File: config.mk
export PLATFORM = sky130hd
export DESIGN_NAME = keypad_emulator_flat
export DESIGN_NICKNAME = d
export VERILOG_FILES = /design/src/rtl/keypad_pkg.sv /design/src/rtl/keypad_if.sv /design/src/rtl/chatter_lfsr.sv /design/src/rtl/keypad_emulator.sv /design/src/flat_wrapper.sv
export SDC_FILE = /design/constraint.sdc
export NUM_CORES = 1
export LEC_CHECK = 0
export ABC_AREA = 1
export CORE_MARGIN = 2
export CORE_UTILIZATION = 55
export CTS_BUF_LIST = sky130_fd_sc_hd__clkbuf_4 sky130_fd_sc_hd__clkbuf_8
export DETAILED_ROUTE_END_ITERATION = 6
export PLACE_DENSITY = 0.73
export SYNTH_ARGS = -nofsm -noshare
export SYNTH_HDL_FRONTEND = slang
export SYNTH_SLANG_ARGS = --single-unit
File: constraint.sdc
create_clock -name clk -period 2.8 [get_ports clk]
set_clock_uncertainty 0.2 [all_clocks]
set_input_delay 0.56 -clock clk [delete_from_list [all_inputs] [get_ports clk]]
set_output_delay 0.56 -clock clk [all_outputs]
set_load 0.01 [all_outputs]
File: src/rtl/keypad_pkg.sv
// Shared types and helpers for the 4x4 keypad matrix emulator.
package keypad_pkg;

    typedef enum logic [2:0] {
        IDLE,
        PRESS,
        HOLD,
        RELEASE,
        GAP
    } state_t;

    // Feedback mask for x^8+x^6+x^5+x^4+1, bit 7 is the oldest stage
    localparam logic [7:0] LFSR_TAPS = 8'b1011_1000;

    // Returns {row_onehot, col_onehot}; row0 is the top row, col0 the left column
    function automatic logic [7:0] key_to_rowcol(input logic [3:0] key);
        logic [7:0] rc;
        case (key)
            4'h1:    rc = {4'b0001, 4'b0001};
            4'h2:    rc = {4'b0001, 4'b0010};
            4'h3:    rc = {4'b0001, 4'b0100};
            4'hA:    rc = {4'b0001, 4'b1000};
            4'h4:    rc = {4'b0010, 4'b0001};
            4'h5:    rc = {4'b0010, 4'b0010};
            4'h6:    rc = {4'b0010, 4'b0100};
            4'hB:    rc = {4'b0010, 4'b1000};
            4'h7:    rc = {4'b0100, 4'b0001};
            4'h8:    rc = {4'b0100, 4'b0010};
            4'h9:    rc = {4'b0100, 4'b0100};
            4'hC:    rc = {4'b0100, 4'b1000};
            4'hE:    rc = {4'b1000, 4'b0001};
            4'h0:    rc = {4'b1000, 4'b0010};
            4'hF:    rc = {4'b1000, 4'b0100};
            default: rc = {4'b1000, 4'b1000};
        endcase
        return rc;
    endfunction

endpackage

File: src/rtl/keypad_if.sv
// Key-press request channel: valid/ready handshake carrying key code and hold time.
interface keypad_if #(
    parameter int unsigned CNT_W = 24
);
    logic             req_valid;
    logic             req_ready;
    logic [3:0]       req_key;
    logic [CNT_W-1:0] req_hold;

    modport master (output req_valid, output req_key, output req_hold, input req_ready);
    modport slave  (input req_valid, input req_key, input req_hold, output req_ready);
endinterface

File: src/rtl/chatter_lfsr.sv
// 8-bit Fibonacci LFSR producing contact chatter while a key edge settles.
module chatter_lfsr
    import keypad_pkg::*;
#(
    parameter logic [7:0] SEED = 8'hA5
) (
    input  logic clk,
    input  logic reset,
    input  logic en,
    output logic chatter
);

    logic [7:0] lfsr;

    always_ff @(posedge clk) begin
        if (reset) begin
            lfsr <= SEED;
        end else if (en) begin
            lfsr <= {lfsr[6:0], ^(lfsr & LFSR_TAPS)};
        end
    end

    assign chatter = lfsr[0];

endmodule

File: src/rtl/keypad_emulator.sv
// Passive 4x4 keypad: closes the requested key for a hold time, then enforces a gap.
// Optional contact bounce on press/release edges when KEYPAD_BOUNCE_EN is defined.
module keypad_emulator
    import keypad_pkg::*;
#(
    parameter int unsigned CNT_W         = 24,
    parameter int unsigned GAP_CYCLES    = 1000,
    parameter int unsigned BOUNCE_CYCLES = 200,
    parameter logic [7:0]  LFSR_SEED     = 8'hA5
) (
    input  logic       clk,
    input  logic       reset,
    keypad_if.slave    req,
    input  logic [3:0] col,
    output logic [3:0] row,
    output logic       busy,
    output logic       done
);

    localparam logic [CNT_W-1:0] GAP_LAST = CNT_W'(GAP_CYCLES - 1);

    if (GAP_CYCLES < 1 || BOUNCE_CYCLES < 1 || LFSR_SEED == 8'h00) begin : g_bad_cfg
        $error("keypad_emulator: GAP_CYCLES/BOUNCE_CYCLES must be >=1 and LFSR_SEED nonzero");
    end

    state_t           state, state_nxt;
    logic [CNT_W-1:0] cnt, cnt_nxt;
    logic [CNT_W-1:0] hold_q, hold_last;
    logic [7:0]       rc_q;
    logic             key_closed, closed_nxt;
    logic             accept;

    assign accept    = (state == IDLE) && req.req_valid;
    assign hold_last = (hold_q == '0) ? '0 : hold_q - CNT_W'(1);

`ifdef KEYPAD_BOUNCE_EN
    localparam logic [CNT_W-1:0] EDGE_LAST = CNT_W'(BOUNCE_CYCLES - 1);
    logic chatter;

    chatter_lfsr #(.SEED(LFSR_SEED)) u_chatter (
        .clk     (clk),
        .reset   (reset),
        .en      ((state == PRESS) || (state == RELEASE)),
        .chatter (chatter)
    );
`endif

    always_ff @(posedge clk) begin
        if (reset) begin
            state      <= IDLE;
            cnt        <= '0;
            key_closed <= 1'b0;
            rc_q       <= '0;
            hold_q     <= '0;
        end else begin
            state      <= state_nxt;
            cnt        <= cnt_nxt;
            key_closed <= closed_nxt;
            if (accept) begin
                rc_q   <= key_to_rowcol(req.req_key);
                hold_q <= req.req_hold;
            end
        end
    end

    // Next state; the shared counter reloads to zero on every state change
    always_comb begin
        state_nxt  = state;
        cnt_nxt    = cnt + CNT_W'(1);
        closed_nxt = key_closed;
        case (state)
            IDLE: begin
                cnt_nxt    = '0;
                closed_nxt = 1'b0;
                if (accept) state_nxt = PRESS;
            end
            PRESS: begin
`ifdef KEYPAD_BOUNCE_EN
                closed_nxt = chatter;
                if (cnt == EDGE_LAST) begin
                    state_nxt  = HOLD;
                    cnt_nxt    = '0;
                    closed_nxt = 1'b1;
                end
`else
                state_nxt  = HOLD;
                cnt_nxt    = '0;
                closed_nxt = 1'b1;
`endif
            end
            HOLD: begin
                closed_nxt = 1'b1;
                if (cnt == hold_last) begin
                    state_nxt  = RELEASE;
                    cnt_nxt    = '0;
                    closed_nxt = 1'b0;
                end
            end
            RELEASE: begin
`ifdef KEYPAD_BOUNCE_EN
                closed_nxt = chatter;
                if (cnt == EDGE_LAST) begin
                    state_nxt  = GAP;
                    cnt_nxt    = '0;
                    closed_nxt = 1'b0;
                end
`else
                state_nxt  = GAP;
                cnt_nxt    = '0;
                closed_nxt = 1'b0;
`endif
            end
            GAP: begin
                closed_nxt = 1'b0;
                if (cnt == GAP_LAST) begin
                    state_nxt = IDLE;
                    cnt_nxt   = '0;
                end
            end
            default: begin
                state_nxt  = IDLE;
                cnt_nxt    = '0;
                closed_nxt = 1'b0;
            end
        endcase
    end

    // Passive switch: column drive passes straight through to the key's row
    assign row           = ((|(col & rc_q[3:0])) && key_closed) ? rc_q[7:4] : 4'b0000;
    assign busy          = (state != IDLE);
    assign req.req_ready = (state == IDLE);
    assign done          = (state == GAP) && (cnt == GAP_LAST);

endmodule

File: src/flat_wrapper.sv
// flat-port wrapper written by rule: the top's interface ports become plain ports
module keypad_emulator_flat import keypad_pkg::*;
#(
    parameter int unsigned CNT_W         = 24,
    parameter int unsigned GAP_CYCLES    = 1000,
    parameter int unsigned BOUNCE_CYCLES = 200,
    parameter logic [7:0]  LFSR_SEED     = 8'hA5
)
  (clk, reset, col, row, busy, done, req_req_valid, req_req_key, req_req_hold, req_req_ready);
  keypad_if #(.CNT_W(CNT_W)) req_i ();
  input  logic clk;
  input  logic reset;
  input  logic [3:0] col;
  output logic [3:0] row;
  output logic busy;
  output logic done;
  input wire logic [$bits(req_i.req_valid)-1:0] req_req_valid;
  input wire logic [$bits(req_i.req_key)-1:0] req_req_key;
  input wire logic [$bits(req_i.req_hold)-1:0] req_req_hold;
  output wire logic [$bits(req_i.req_ready)-1:0] req_req_ready;
  assign req_i.req_valid = req_req_valid;
  assign req_i.req_key = req_req_key;
  assign req_i.req_hold = req_req_hold;
  assign req_req_ready = req_i.req_ready;
  keypad_emulator #(.CNT_W(CNT_W), .GAP_CYCLES(GAP_CYCLES), .BOUNCE_CYCLES(BOUNCE_CYCLES), .LFSR_SEED(LFSR_SEED)) u_core (.clk(clk), .reset(reset), .req(req_i), .col(col), .row(row), .busy(busy), .done(done));
endmodule
; ---- Word-level counts from Yosys, hierarchy flattened
; Memory sizes are Yosys's and may differ from the RTL's. A register that Yosys moved wholly into a read port is not among the register bits.
; Cells that the tools add are included.
[totals]
reg_bits = 52
latchBits = 0
ramBits = 0
romBits = 128
inputBits = 35
out_inout_bits = 7
elab_cells = 36
mem_count = 1
[classes]
add_sub_neg = 2
multipliers = 0
div = 0
order_cmp = 0
n_eq_ne = 9
n_shift = 0
mux = 11
bitwise_logic = 1
reduce_logical = 8
[memory_table]
columns = name, depth, width, read_ports, rd_clocked_by_memory_dff, wr, line
row1 = (name not given), 16, 8, 1, 1, 0, keypad_pkg.sv:18  ; case (key)
[ops]
columns = op, n
row1 = 24-bit 2-to-1 mux, 3
row2 = 24-bit case mux with 2 select lines, 1
row3 = 24-bit by 1-bit adder with 24-bit output (second input constant), 1
row4 = 24-bit by 10-bit equality test with 1-bit output (second input constant), 1
row5 = 24-bit equality test, 1
row6 = 24-bit zero test, 1
row7 = 24-bit by 1-bit subtractor with 24-bit output (second input constant), 1
row8 = 3-bit case mux with 5 select lines, 1
row9 = 3-bit 2-to-1 mux, 3
row10 = 3-bit by 2-bit equality test with 1-bit output (second input constant), 2
row11 = 2-bit by 1-bit != test with 1-bit output (second input constant), 3
row12 = 4-bit AND, 1
row13 = 4-bit 2-to-1 mux, 1
row14 = 4-bit OR reduction, 1
row15 = 3-bit by 1-bit equality test with 1-bit output (second input constant), 1
row16 = 3-bit equality test (second input constant), 1
row17 = 1-bit logical AND, 3
row18 = 3-bit zero test, 1
row19 = 3-bit AND reduction, 1
row20 = 3-bit nonzero test, 1
row21 = 1-bit case mux with 2 select lines, 1
row22 = 1-bit 2-to-1 mux, 1

; ---- Logic depth before layout (Yosys ltp)
; Gate-level depths: netlist of the first run.
[depth]
depth_word = 5
ltp_mapped = 18
ltp_nobuf = 17

; ---- Worst setup path after synthesis of the first run
; Ideal clock, no wire load.
[synth_timing]
path_kind = reg-to-reg
start = register u_core.hold_q[0]
end = register u_core.cnt[14]
setup_time_ps = 132
arrival_time_ps = 1968
required_ps = 2468
slack_ps = 500
stages_incl_launch_ff = 17
path_buffers = 2
period_less_slack_ps = 2300
cell_sequence = dfxtp_1 > inv_1 > ha_1 > nand2_1 > nor2_4 > nand3_2 > buf_6 > nand2_1 > xor2_1 > nand2_1 > nor2_1 > nand2_1 > nor2_1 > nand2_2 > buf_6 > nand3_2 > a21oi_1
[synth_via]
elab_chain_len = 5
elab_cells_between_ends = 6
cone_classes = add/sub (1) / eq/ne (1) / mux (3) / reduce/logical (1)
[synth_rtl]
columns = element, line
row1 = "start, declared", keypad_emulator.sv:28  ; logic [CNT_W-1:0] hold_q, hold_last;
row2 = "start signal, assigned", keypad_emulator.sv:61  ; hold_q <= req.req_hold;
row3 = 24-bit by 1-bit subtractor with 24-bit output / 24-bit zero test (equally long branches), keypad_emulator.sv:34  ; assign hold_last = (hold_q == '0) ? '0 : hold_q - CNT_W'(1);
row4 = 24-bit 2-to-1 mux (*), keypad_emulator.sv:34
row5 = 24-bit equality test (*), keypad_emulator.sv:93  ; if (cnt == hold_last) begin
row6 = 24-bit 2-to-1 mux (*), keypad_emulator.sv:93
row7 = 24-bit case mux with 2 select lines (*), keypad_emulator.sv:71  ; case (state)
row8 = "end signal, assigned", keypad_emulator.sv:57  ; cnt <= cnt_nxt;
row9 = "end, declared", keypad_emulator.sv:27  ; logic [CNT_W-1:0] cnt, cnt_nxt;
; Every way passes the cells marked *; elsewhere a longest branch is shown, timed or not.
; A chain may end at the register's enable or synchronous reset.

; ---- Worst setup path in the final report of the first run
[layout_timing]
start = register u_core.cnt[0]
end = output done
[layout_via]
elab_chain_len = 2
[layout_rtl]
columns = element, line
row1 = 24-bit by 10-bit equality test with 1-bit output, keypad_emulator.sv:132  ; assign done = (state == GAP) && (cnt == GAP_LAST);
row2 = 1-bit logical AND, keypad_emulator.sv:132
row3 = "end, declared", flat_wrapper.sv:16  ; output logic done;
; No other way between the ends.

==> run_summary.xml, run 1 <==
<?xml version="1.0" encoding="UTF-8"?>
<metrics>
  <group name="worst_setup_path">
    <metric name="crit_path_max_incr_delay" unit="ps">560</metric>
    <metric name="critical_path.top_delay_family" unit="">simple AND/OR/NAND/NOR gates</metric>
    <metric name="timing.critical_path.from_type" unit="">flip-flop</metric>
    <metric name="r2r_setup_slack" unit="ps">220</metric>
    <metric name="path_class" unit="">reg -&gt; out</metric>
    <metric name="slowest_stage" unit="">or4_4</metric>
    <metric name="critPathMostFrequentCell" unit="">nand2_1</metric>
    <metric name="cp_data_required_time" unit="ps">2040</metric>
    <metric name="worstPathBufferInverterCount" unit="">1</metric>
    <metric name="crit_path_end_kind" unit="">primary output</metric>
    <metric name="cp_data_arrival_time" unit="ps">1950</metric>
    <metric name="path_cells" unit="">ha_2 -&gt; nand2_1 -&gt; nor3_2 -&gt; nand2_1 -&gt; or4_4 -&gt; nor2_2 -&gt; buf_2</metric>
    <metric name="timing.critical_path.fanout_max" unit="">2</metric>
  </group>
  <group name="layout">
    <metric name="antenna_cells" unit="">0</metric>
    <metric name="postLayoutCellArea" unit="µm²">5260</metric>
    <metric name="drive_gt1_frac" unit="">0.132</metric>
    <metric name="fin_cells" unit="">858</metric>
    <metric name="layout.cells.most_common" unit="">nand2_1</metric>
    <metric name="layout.nets" unit="">794</metric>
    <metric name="fill_cells" unit="">689</metric>
    <metric name="finish.utilization" unit="">0.691</metric>
    <metric name="flow.area_growth_from_synthesis" unit="%">23.4</metric>
    <metric name="commonest_cells_after_routing_fill_and_taps_aside" unit="">153 x nand2_1, 92 x inv_1, 65 x nor2_1, 61 x a21oi_1</metric>
  </group>
  <group name="sta">
    <metric name="hold_ws" unit="ps">274</metric>
    <metric name="setup-tns-final" unit="ps">0</metric>
    <metric name="max_clock_freq" unit="MHz">369</metric>
    <metric name="final_max_slew_violation_count" unit="">0</metric>
    <metric name="slew_of_the_pin_with_the_lowest_slew_margin" unit="ps">696</metric>
    <metric name="unrepaired_setup_endpoints_after_global_routing" unit="">no</metric>
    <metric name="hold_viol" unit="">0</metric>
    <metric name="finalCriticalPeriod" unit="ps">2710</metric>
    <metric name="min_period_over_period" unit="">0.967</metric>
    <metric name="slew_headroom" unit="">0.536</metric>
    <metric name="timing.final.setup_violations" unit="">0</metric>
  </group>
  <group name="clocking">
    <metric name="post_cts_hold_buffer_count" unit="">0</metric>
    <metric name="clk_root_buffer_cell" unit="">clkbuf_8</metric>
    <metric name="clk_path_buf_depth" unit="">2</metric>
    <metric name="cts_tree" unit="">done</metric>
    <metric name="number_of_sinks_driven_by_the_clock_tree" unit="">60</metric>
    <metric name="ctsHtreeMaxLevel" unit="">3</metric>
    <metric name="cts_buffers" unit="">9</metric>
    <metric name="cts.reportedPaths.clkPinSlew" unit="ps">70</metric>
    <metric name="insertion_delay" unit="ps">350</metric>
  </group>
  <group name="drt">
    <metric name="avgRoutedWirePerCell" unit="µm">14.5</metric>
    <metric name="postRouteWirelength" unit="µm">12400</metric>
    <metric name="viasPerCell" unit="">5.58</metric>
    <metric name="vias" unit="">4788</metric>
    <metric name="drc" unit="">0</metric>
    <metric name="route.antenna.remaining_nets" unit="">0</metric>
    <metric name="detail_route.iter0.violations" unit="">184</metric>
    <metric name="dr.pass1.iters" unit="">5</metric>
  </group>
  <group name="outcome">
    <metric name="result_of_the_run" unit="">complete, no violations</metric>
  </group>
  <group name="yosys">
    <metric name="nets_in_the_synthesized_netlist" unit="">729</metric>
    <metric name="postSynthAreaPerCell" unit="µm²">6.20</metric>
    <metric name="synth.cell_area" unit="µm²">4260</metric>
    <metric name="yosysUniqueCellTypes" unit="">31</metric>
    <metric name="netlist.area_leader.share" unit="">0.282</metric>
    <metric name="ys_top_cells_by_area" unit="">dfxtp_1 28%, nand2_1 14%, inv_1 8.2%</metric>
    <metric name="synth_cells" unit="">688</metric>
    <metric name="synthesis.yosys.warnings" unit="">0</metric>
    <metric name="synth_seq_area_share" unit="">0.282</metric>
    <metric name="yosys_register_bits" unit="">60</metric>
    <metric name="synth_top_area_cell" unit="">dfxtp_1</metric>
  </group>
  <group name="place">
    <metric name="placedCellCount" unit="">839</metric>
    <metric name="finalWeightedCongestion" unit="">0.930</metric>
    <metric name="placed_cell_area" unit="µm²">4950</metric>
    <metric name="hpwl" unit="µm">9200</metric>
    <metric name="port-buffer-count" unit="">41</metric>
  </group>
  <group name="power_and_ir_drop">
    <metric name="power_frac_clock" unit="">0.233</metric>
    <metric name="total_leakage_power" unit="nW">2.33</metric>
    <metric name="combinationalPowerShare" unit="">0.415</metric>
    <metric name="intPower" unit="mW">1.76</metric>
    <metric name="power.sequential.fraction" unit="">0.352</metric>
    <metric name="p_sw" unit="mW">1.24</metric>
    <metric name="power_density" unit="nW/µm²">570</metric>
    <metric name="power.share.switching" unit="">0.414</metric>
    <metric name="vdd_drop_max" unit="V">0.000389</metric>
  </group>
  <group name="grt">
    <metric name="grt.overflow.total" unit="">0</metric>
    <metric name="gr-usage-met1" unit="">0.335</metric>
    <metric name="largest_net_degree_at_the_start_of_global_routing" unit="">54</metric>
    <metric name="grt_pass1_vias" unit="">4515</metric>
    <metric name="grt_antenna_before_repair" unit="">0</metric>
    <metric name="grt_use_met2" unit="">0.566</metric>
    <metric name="wire_length_of_the_first_global_routing_pass" unit="µm">20100</metric>
    <metric name="gr-max-usage-layer" unit="">met2</metric>
    <metric name="global_route.usage.met3" unit="">0.0452</metric>
    <metric name="groute.usage.overall" unit="">0.296</metric>
  </group>
  <group name="job">
    <metric name="max-cap-violations" unit="">0</metric>
  </group>
  <group name="floorplan">
    <metric name="initial_core_util" unit="">0.561</metric>
    <metric name="rows" unit="">32</metric>
    <metric name="design.die.area" unit="µm²">8470</metric>
    <metric name="fp.coreArea" unit="µm²">7610</metric>
    <metric name="vertical_die_dimension" unit="µm">92.1</metric>
    <metric name="floorplan.io_pins" unit="">42</metric>
    <metric name="chipWidth" unit="µm">92.1</metric>
  </group>
  <group name="hold_path">
    <metric name="worst_hold_path_type" unit="">reg -&gt; reg</metric>
  </group>
</metrics>
## power groups by stage
stage	clock network, mW	logic, mW	registers [mW]
6_report	0.699	1.25	1.06
5_1_grt	0.733	1.40	1.06
4_1_cts	0.701	1.17	1.05
3_5_place_dp	0	1.16	1.07
3_3_place_gp	0	1.12	1.07
2_1_floorplan	0	0.853	1.05
## per-layer routing
layer	vias up	wire, µm	share of wire
li1	2391	-	-
met1	2237	5160	0.42
met2	138	6440	0.52
met3	22	574	0.046
met4	0	250	0.020
met5	-	0	0
## timing repair
action,in CTS,in global routing
setup endpoints to repair,1,31
endpoints found under the hold margin,0,0
gates cloned,0,2
pin swaps,0,5
buffers inserted,0,3
resized for setup,6,22
## logic make-up after synthesis
family / count (synthesis) / synth area share
DFF: 60 / 0.282
AOI/OAI and AO/OA: 121 / 0.148
buffers and inverters: 119 / 0.112
adders and majority gates: 6 / 0.0176
xor gates and xnor gates: 18 / 0.0370
and+or+nand+nor: 364 / 0.404
## synth_stat cells, drive strengths merged
master  count
a22o        2
a21oi      61
clkinv      2
dfxtp      60
nand4      29
o21ai      50
xor2       18
ha          6
nor2       79
a31oi       2
nor4        6
buf         8
nand2     157
o211ai      2
nand3      81
a22oi       1
a221oi      1
o22ai       1
clkbuf     16
nor3       11
inv        93
or4         1
o21a        1
## per-stage QoR
step                      power [mW]  setup WS (ps)
after floorplan                 1.90            500
after global placement          2.19          -6.39
after detailed placement        2.23           10.6
after CTS                       2.92           2.17
after global routing            3.20           2.64
final                           3.00           93.3
## worst reg2reg max path, stage by stage, from the launching register on
cell     delay (ps)
dfxtp_1         310
inv_1           100
ha_4            160
nand2_2         110
nor2_4          160
nand3_4         120
buf_12          170
nand2_1          90
xor2_1          180
nand2_1          90
nor2_1          100
nand2_1          90
nor2_2          130
nand2_4         130
buf_4           190
nand3_2          50
a21oi_1          60
## flip-flops by register name, summed over array words and instances, names as in the netlist
name,count
u_core.cnt,24
u_core.state,3
u_core.key_closed,1
u_core.rc_q,8
u_core.hold_q,24
## cell type report
class	instances	area, µm²	share of cell area
multi-input cells	509	2660	0.506
flip-flops and latches	60	1200	0.228
repair buffers	78	753	0.143
inverters	95	357	0.0678
clock buffers	11	145	0.0276
well taps	102	128	0.0243
clock inverters	3	15.0	0.00285
## worst paths after layout
kind         depth (start not counted)              from        endpoint
min reg2reg                          2    u_core.rc_q[3]  u_core.rc_q[3]
max reg2reg                         16  u_core.hold_q[1]  u_core.cnt[16]
min                                  2    u_core.rc_q[3]  u_core.rc_q[3]
max                                  7     u_core.cnt[0]            done
Note: power is estimated with default switching activity, not from simulation.
==> run 2, diff against run 1 <==
- RECOVER_POWER: not set -> 100
==> run 2 against run 1 <==
Compared with the run above:
- total power shrank 0.40%
- sequential power about the same
- die area unchanged
- via count down 0.23%
- combinational power about the same
- register-to-register slack worse by 20 ps
- sequential cell count is the same
- critical path depth is the same
- worst hold slack got worse by 0.78 ps
- global-route usage unchanged
- largest cell class unchanged
==> run_summary.xml, run 2 (synthesis results as in run 1) <==
<?xml version="1.0" encoding="UTF-8"?>
<metrics>
  <group name="floorplan">
    <metric name="fp.coreArea" unit="µm²">7610</metric>
    <metric name="initial_core_util" unit="">0.561</metric>
    <metric name="design.die.area" unit="µm²">8470</metric>
    <metric name="chipWidth" unit="µm">92.1</metric>
    <metric name="vertical_die_dimension" unit="µm">92.1</metric>
    <metric name="floorplan.io_pins" unit="">42</metric>
    <metric name="rows" unit="">32</metric>
  </group>
  <group name="job">
    <metric name="max-cap-violations" unit="">0</metric>
  </group>
  <group name="sta">
    <metric name="max_clock_freq" unit="MHz">369</metric>
    <metric name="hold_viol" unit="">0</metric>
    <metric name="timing.final.setup_violations" unit="">0</metric>
    <metric name="min_period_over_period" unit="">0.968</metric>
    <metric name="unrepaired_setup_endpoints_after_global_routing" unit="">no</metric>
    <metric name="slew_headroom" unit="">0.406</metric>
    <metric name="finalCriticalPeriod" unit="ps">2710</metric>
    <metric name="final_max_slew_violation_count" unit="">0</metric>
    <metric name="hold_ws" unit="ps">274</metric>
    <metric name="slew_of_the_pin_with_the_lowest_slew_margin" unit="ps">890</metric>
  </group>
  <group name="grt">
    <metric name="grt_pass1_vias" unit="">4515</metric>
    <metric name="groute.usage.overall" unit="">0.296</metric>
    <metric name="grt_antenna_before_repair" unit="">0</metric>
    <metric name="wire_length_of_the_first_global_routing_pass" unit="µm">20100</metric>
    <metric name="largest_net_degree_at_the_start_of_global_routing" unit="">54</metric>
    <metric name="grt.overflow.total" unit="">0</metric>
  </group>
  <group name="worst_setup_path">
    <metric name="cp_data_required_time" unit="ps">2040</metric>
    <metric name="path_class" unit="">in -&gt; out</metric>
    <metric name="crit_path_end_kind" unit="">primary output</metric>
    <metric name="rr_endpoint" unit="">u_core.cnt[17]</metric>
    <metric name="r2r_setup_slack" unit="ps">200</metric>
    <metric name="critPathCapture" unit="">row[1]</metric>
    <metric name="timing.critical_path.from_type" unit="">input port</metric>
    <metric name="crit-reg2reg-launch" unit="">u_core.hold_q[2]</metric>
    <metric name="worst_case_reg_to_reg_path_depth" unit="">16</metric>
    <metric name="slowest_stage" unit="">clkdlybuf4s50_1</metric>
    <metric name="crit_path_max_incr_delay" unit="ps">410</metric>
    <metric name="cp_data_arrival_time" unit="ps">1950</metric>
    <metric name="timing.critical_path.fanout_max" unit="">4</metric>
    <metric name="cp-startpoint" unit="">col[2]</metric>
    <metric name="path_cells" unit="">clkdlybuf4s50_1 -&gt; a22o_1 -&gt; o21ai_0 -&gt; clkbuf_1 -&gt; buf_4 -&gt; nor2_1 -&gt; dlymetal6s2s_1</metric>
  </group>
  <group name="clocking">
    <metric name="cts_buffers" unit="">9</metric>
    <metric name="number_of_sinks_driven_by_the_clock_tree" unit="">60</metric>
    <metric name="cts_tree" unit="">done</metric>
    <metric name="clk_path_buf_depth" unit="">2</metric>
    <metric name="ctsHtreeMaxLevel" unit="">3</metric>
    <metric name="insertion_delay" unit="ps">350</metric>
    <metric name="cts.reportedPaths.clkPinSlew" unit="ps">70</metric>
    <metric name="clk_root_buffer_cell" unit="">clkbuf_8</metric>
  </group>
  <group name="place">
    <metric name="port-buffer-count" unit="">41</metric>
    <metric name="placed_cell_area" unit="µm²">4950</metric>
    <metric name="finalWeightedCongestion" unit="">0.930</metric>
    <metric name="hpwl" unit="µm">9200</metric>
    <metric name="placedCellCount" unit="">839</metric>
  </group>
  <group name="layout">
    <metric name="antenna_cells" unit="">0</metric>
    <metric name="drive_gt1_frac" unit="">0.115</metric>
    <metric name="flow.area_growth_from_synthesis" unit="%">21.9</metric>
    <metric name="fill_cells" unit="">699</metric>
    <metric name="layout.nets" unit="">794</metric>
    <metric name="layout.cells.most_common" unit="">nand2_1</metric>
    <metric name="fin_cells" unit="">858</metric>
    <metric name="postLayoutCellArea" unit="µm²">5200</metric>
    <metric name="top_regs" unit="">u_core.cnt: 24 flops, u_core.hold_q: 24 flops, u_core.rc_q: 8 flops</metric>
    <metric name="commonest_cells_after_routing_fill_and_taps_aside" unit="">153 x nand2_1, 92 x inv_1, 70 x nand3_1, 65 x nor2_1, 61 x a21oi_1</metric>
  </group>
  <group name="drt">
    <metric name="avgRoutedWirePerCell" unit="µm">14.6</metric>
    <metric name="detail_route.iter0.violations" unit="">227</metric>
    <metric name="drc" unit="">0</metric>
    <metric name="route.antenna.remaining_nets" unit="">0</metric>
    <metric name="viasPerCell" unit="">5.57</metric>
    <metric name="postRouteWirelength" unit="µm">12500</metric>
    <metric name="vias" unit="">4777</metric>
    <metric name="dr.pass1.iters" unit="">5</metric>
  </group>
  <group name="power_and_ir_drop">
    <metric name="intPower" unit="mW">1.75</metric>
    <metric name="power.share.switching" unit="">0.415</metric>
    <metric name="report.power.total" unit="mW">2.99</metric>
    <metric name="power_density" unit="nW/µm²">575</metric>
    <metric name="combinationalPowerShare" unit="">0.413</metric>
    <metric name="power.sequential.fraction" unit="">0.353</metric>
    <metric name="vdd_drop_max" unit="V">0.000377</metric>
    <metric name="power_frac_clock" unit="">0.234</metric>
    <metric name="total_leakage_power" unit="nW">2.32</metric>
    <metric name="p_sw" unit="mW">1.24</metric>
  </group>
  <group name="outcome">
    <metric name="result_of_the_run" unit="">complete, no violations</metric>
  </group>
  <group name="hold_path">
    <metric name="worst_hold_path_type" unit="">reg -&gt; reg</metric>
  </group>
</metrics>
[run 2: layout make-up]
class,instances,area (µm²),share of cell area
clock buffers,11,145,0.0279
clock inverters,3,15.0,0.00289
inverters,95,357,0.0686
multi-input cells,509,2610,0.502
flip-flops and latches,60,1200,0.231
well taps,102,128,0.0246
repair buffers,78,743,0.143
[run 2: repair_timing]
action,in CTS,in global routing
cloned,0,2
gates resized for setup,6,22
pin swaps,0,5
hold buffers,0,0
setup buffers,0,3
endpoints found under the setup margin,1,31
[run 2: how the worst min path moves through the flow]
| stage | startpoint | to | slack (ps) | cells past startpoint |
|---|---|---|---|---|
| 6_report | u_core.rc_q[3] | u_core.rc_q[3] | 270 | 2 |
| 5_1_grt | u_core.rc_q[3] | u_core.rc_q[3] | 300 | 2 |
| 4_1_cts | u_core.rc_q[3] | u_core.rc_q[3] | 280 | 2 |
| 3_5_place_dp | u_core.rc_q[3] | u_core.rc_q[3] | 270 | 2 |
| 3_3_place_gp | u_core.hold_q[1] | u_core.hold_q[1] | 260 | 2 |
| 2_1_floorplan | u_core.rc_q[5] | u_core.rc_q[5] | 230 | 2 |
[run 2: per-stage QoR]
stage                util  worst slack, ps  TNS [ps]
finish              0.683             90.3         0
global route        0.683             1.71         0
CTS                 0.673             2.17         0
detailed placement  0.651             10.6         0
global placement    0.651            -6.39     -6.39
floorplan               -              500         0
[run 2: power by group through the flow]
stage,Clock [mW],Sequential (mW),Combinational [mW]
after floorplan,0,1.05,0.853
after global placement,0,1.07,1.12
after detailed placement,0,1.07,1.16
after CTS,0.701,1.05,1.17
after global routing,0.733,1.06,1.39
final,0.699,1.06,1.23
[run 2: critical path: cells and delay by family]
kind	cells	cell delay, ps
buffers and inverters	4	980
AND/OR/NAND/NOR	1	30
AO/OA/AOI/OAI	2	380
[run 2: layer usage]
metal	up-vias	wire, µm	GRT usage
met5	-	0	0
met4	0	233	0.0883
met3	22	528	0.0452
met2	129	6490	0.566
met1	2236	5250	0.335
li1	2390	-	-
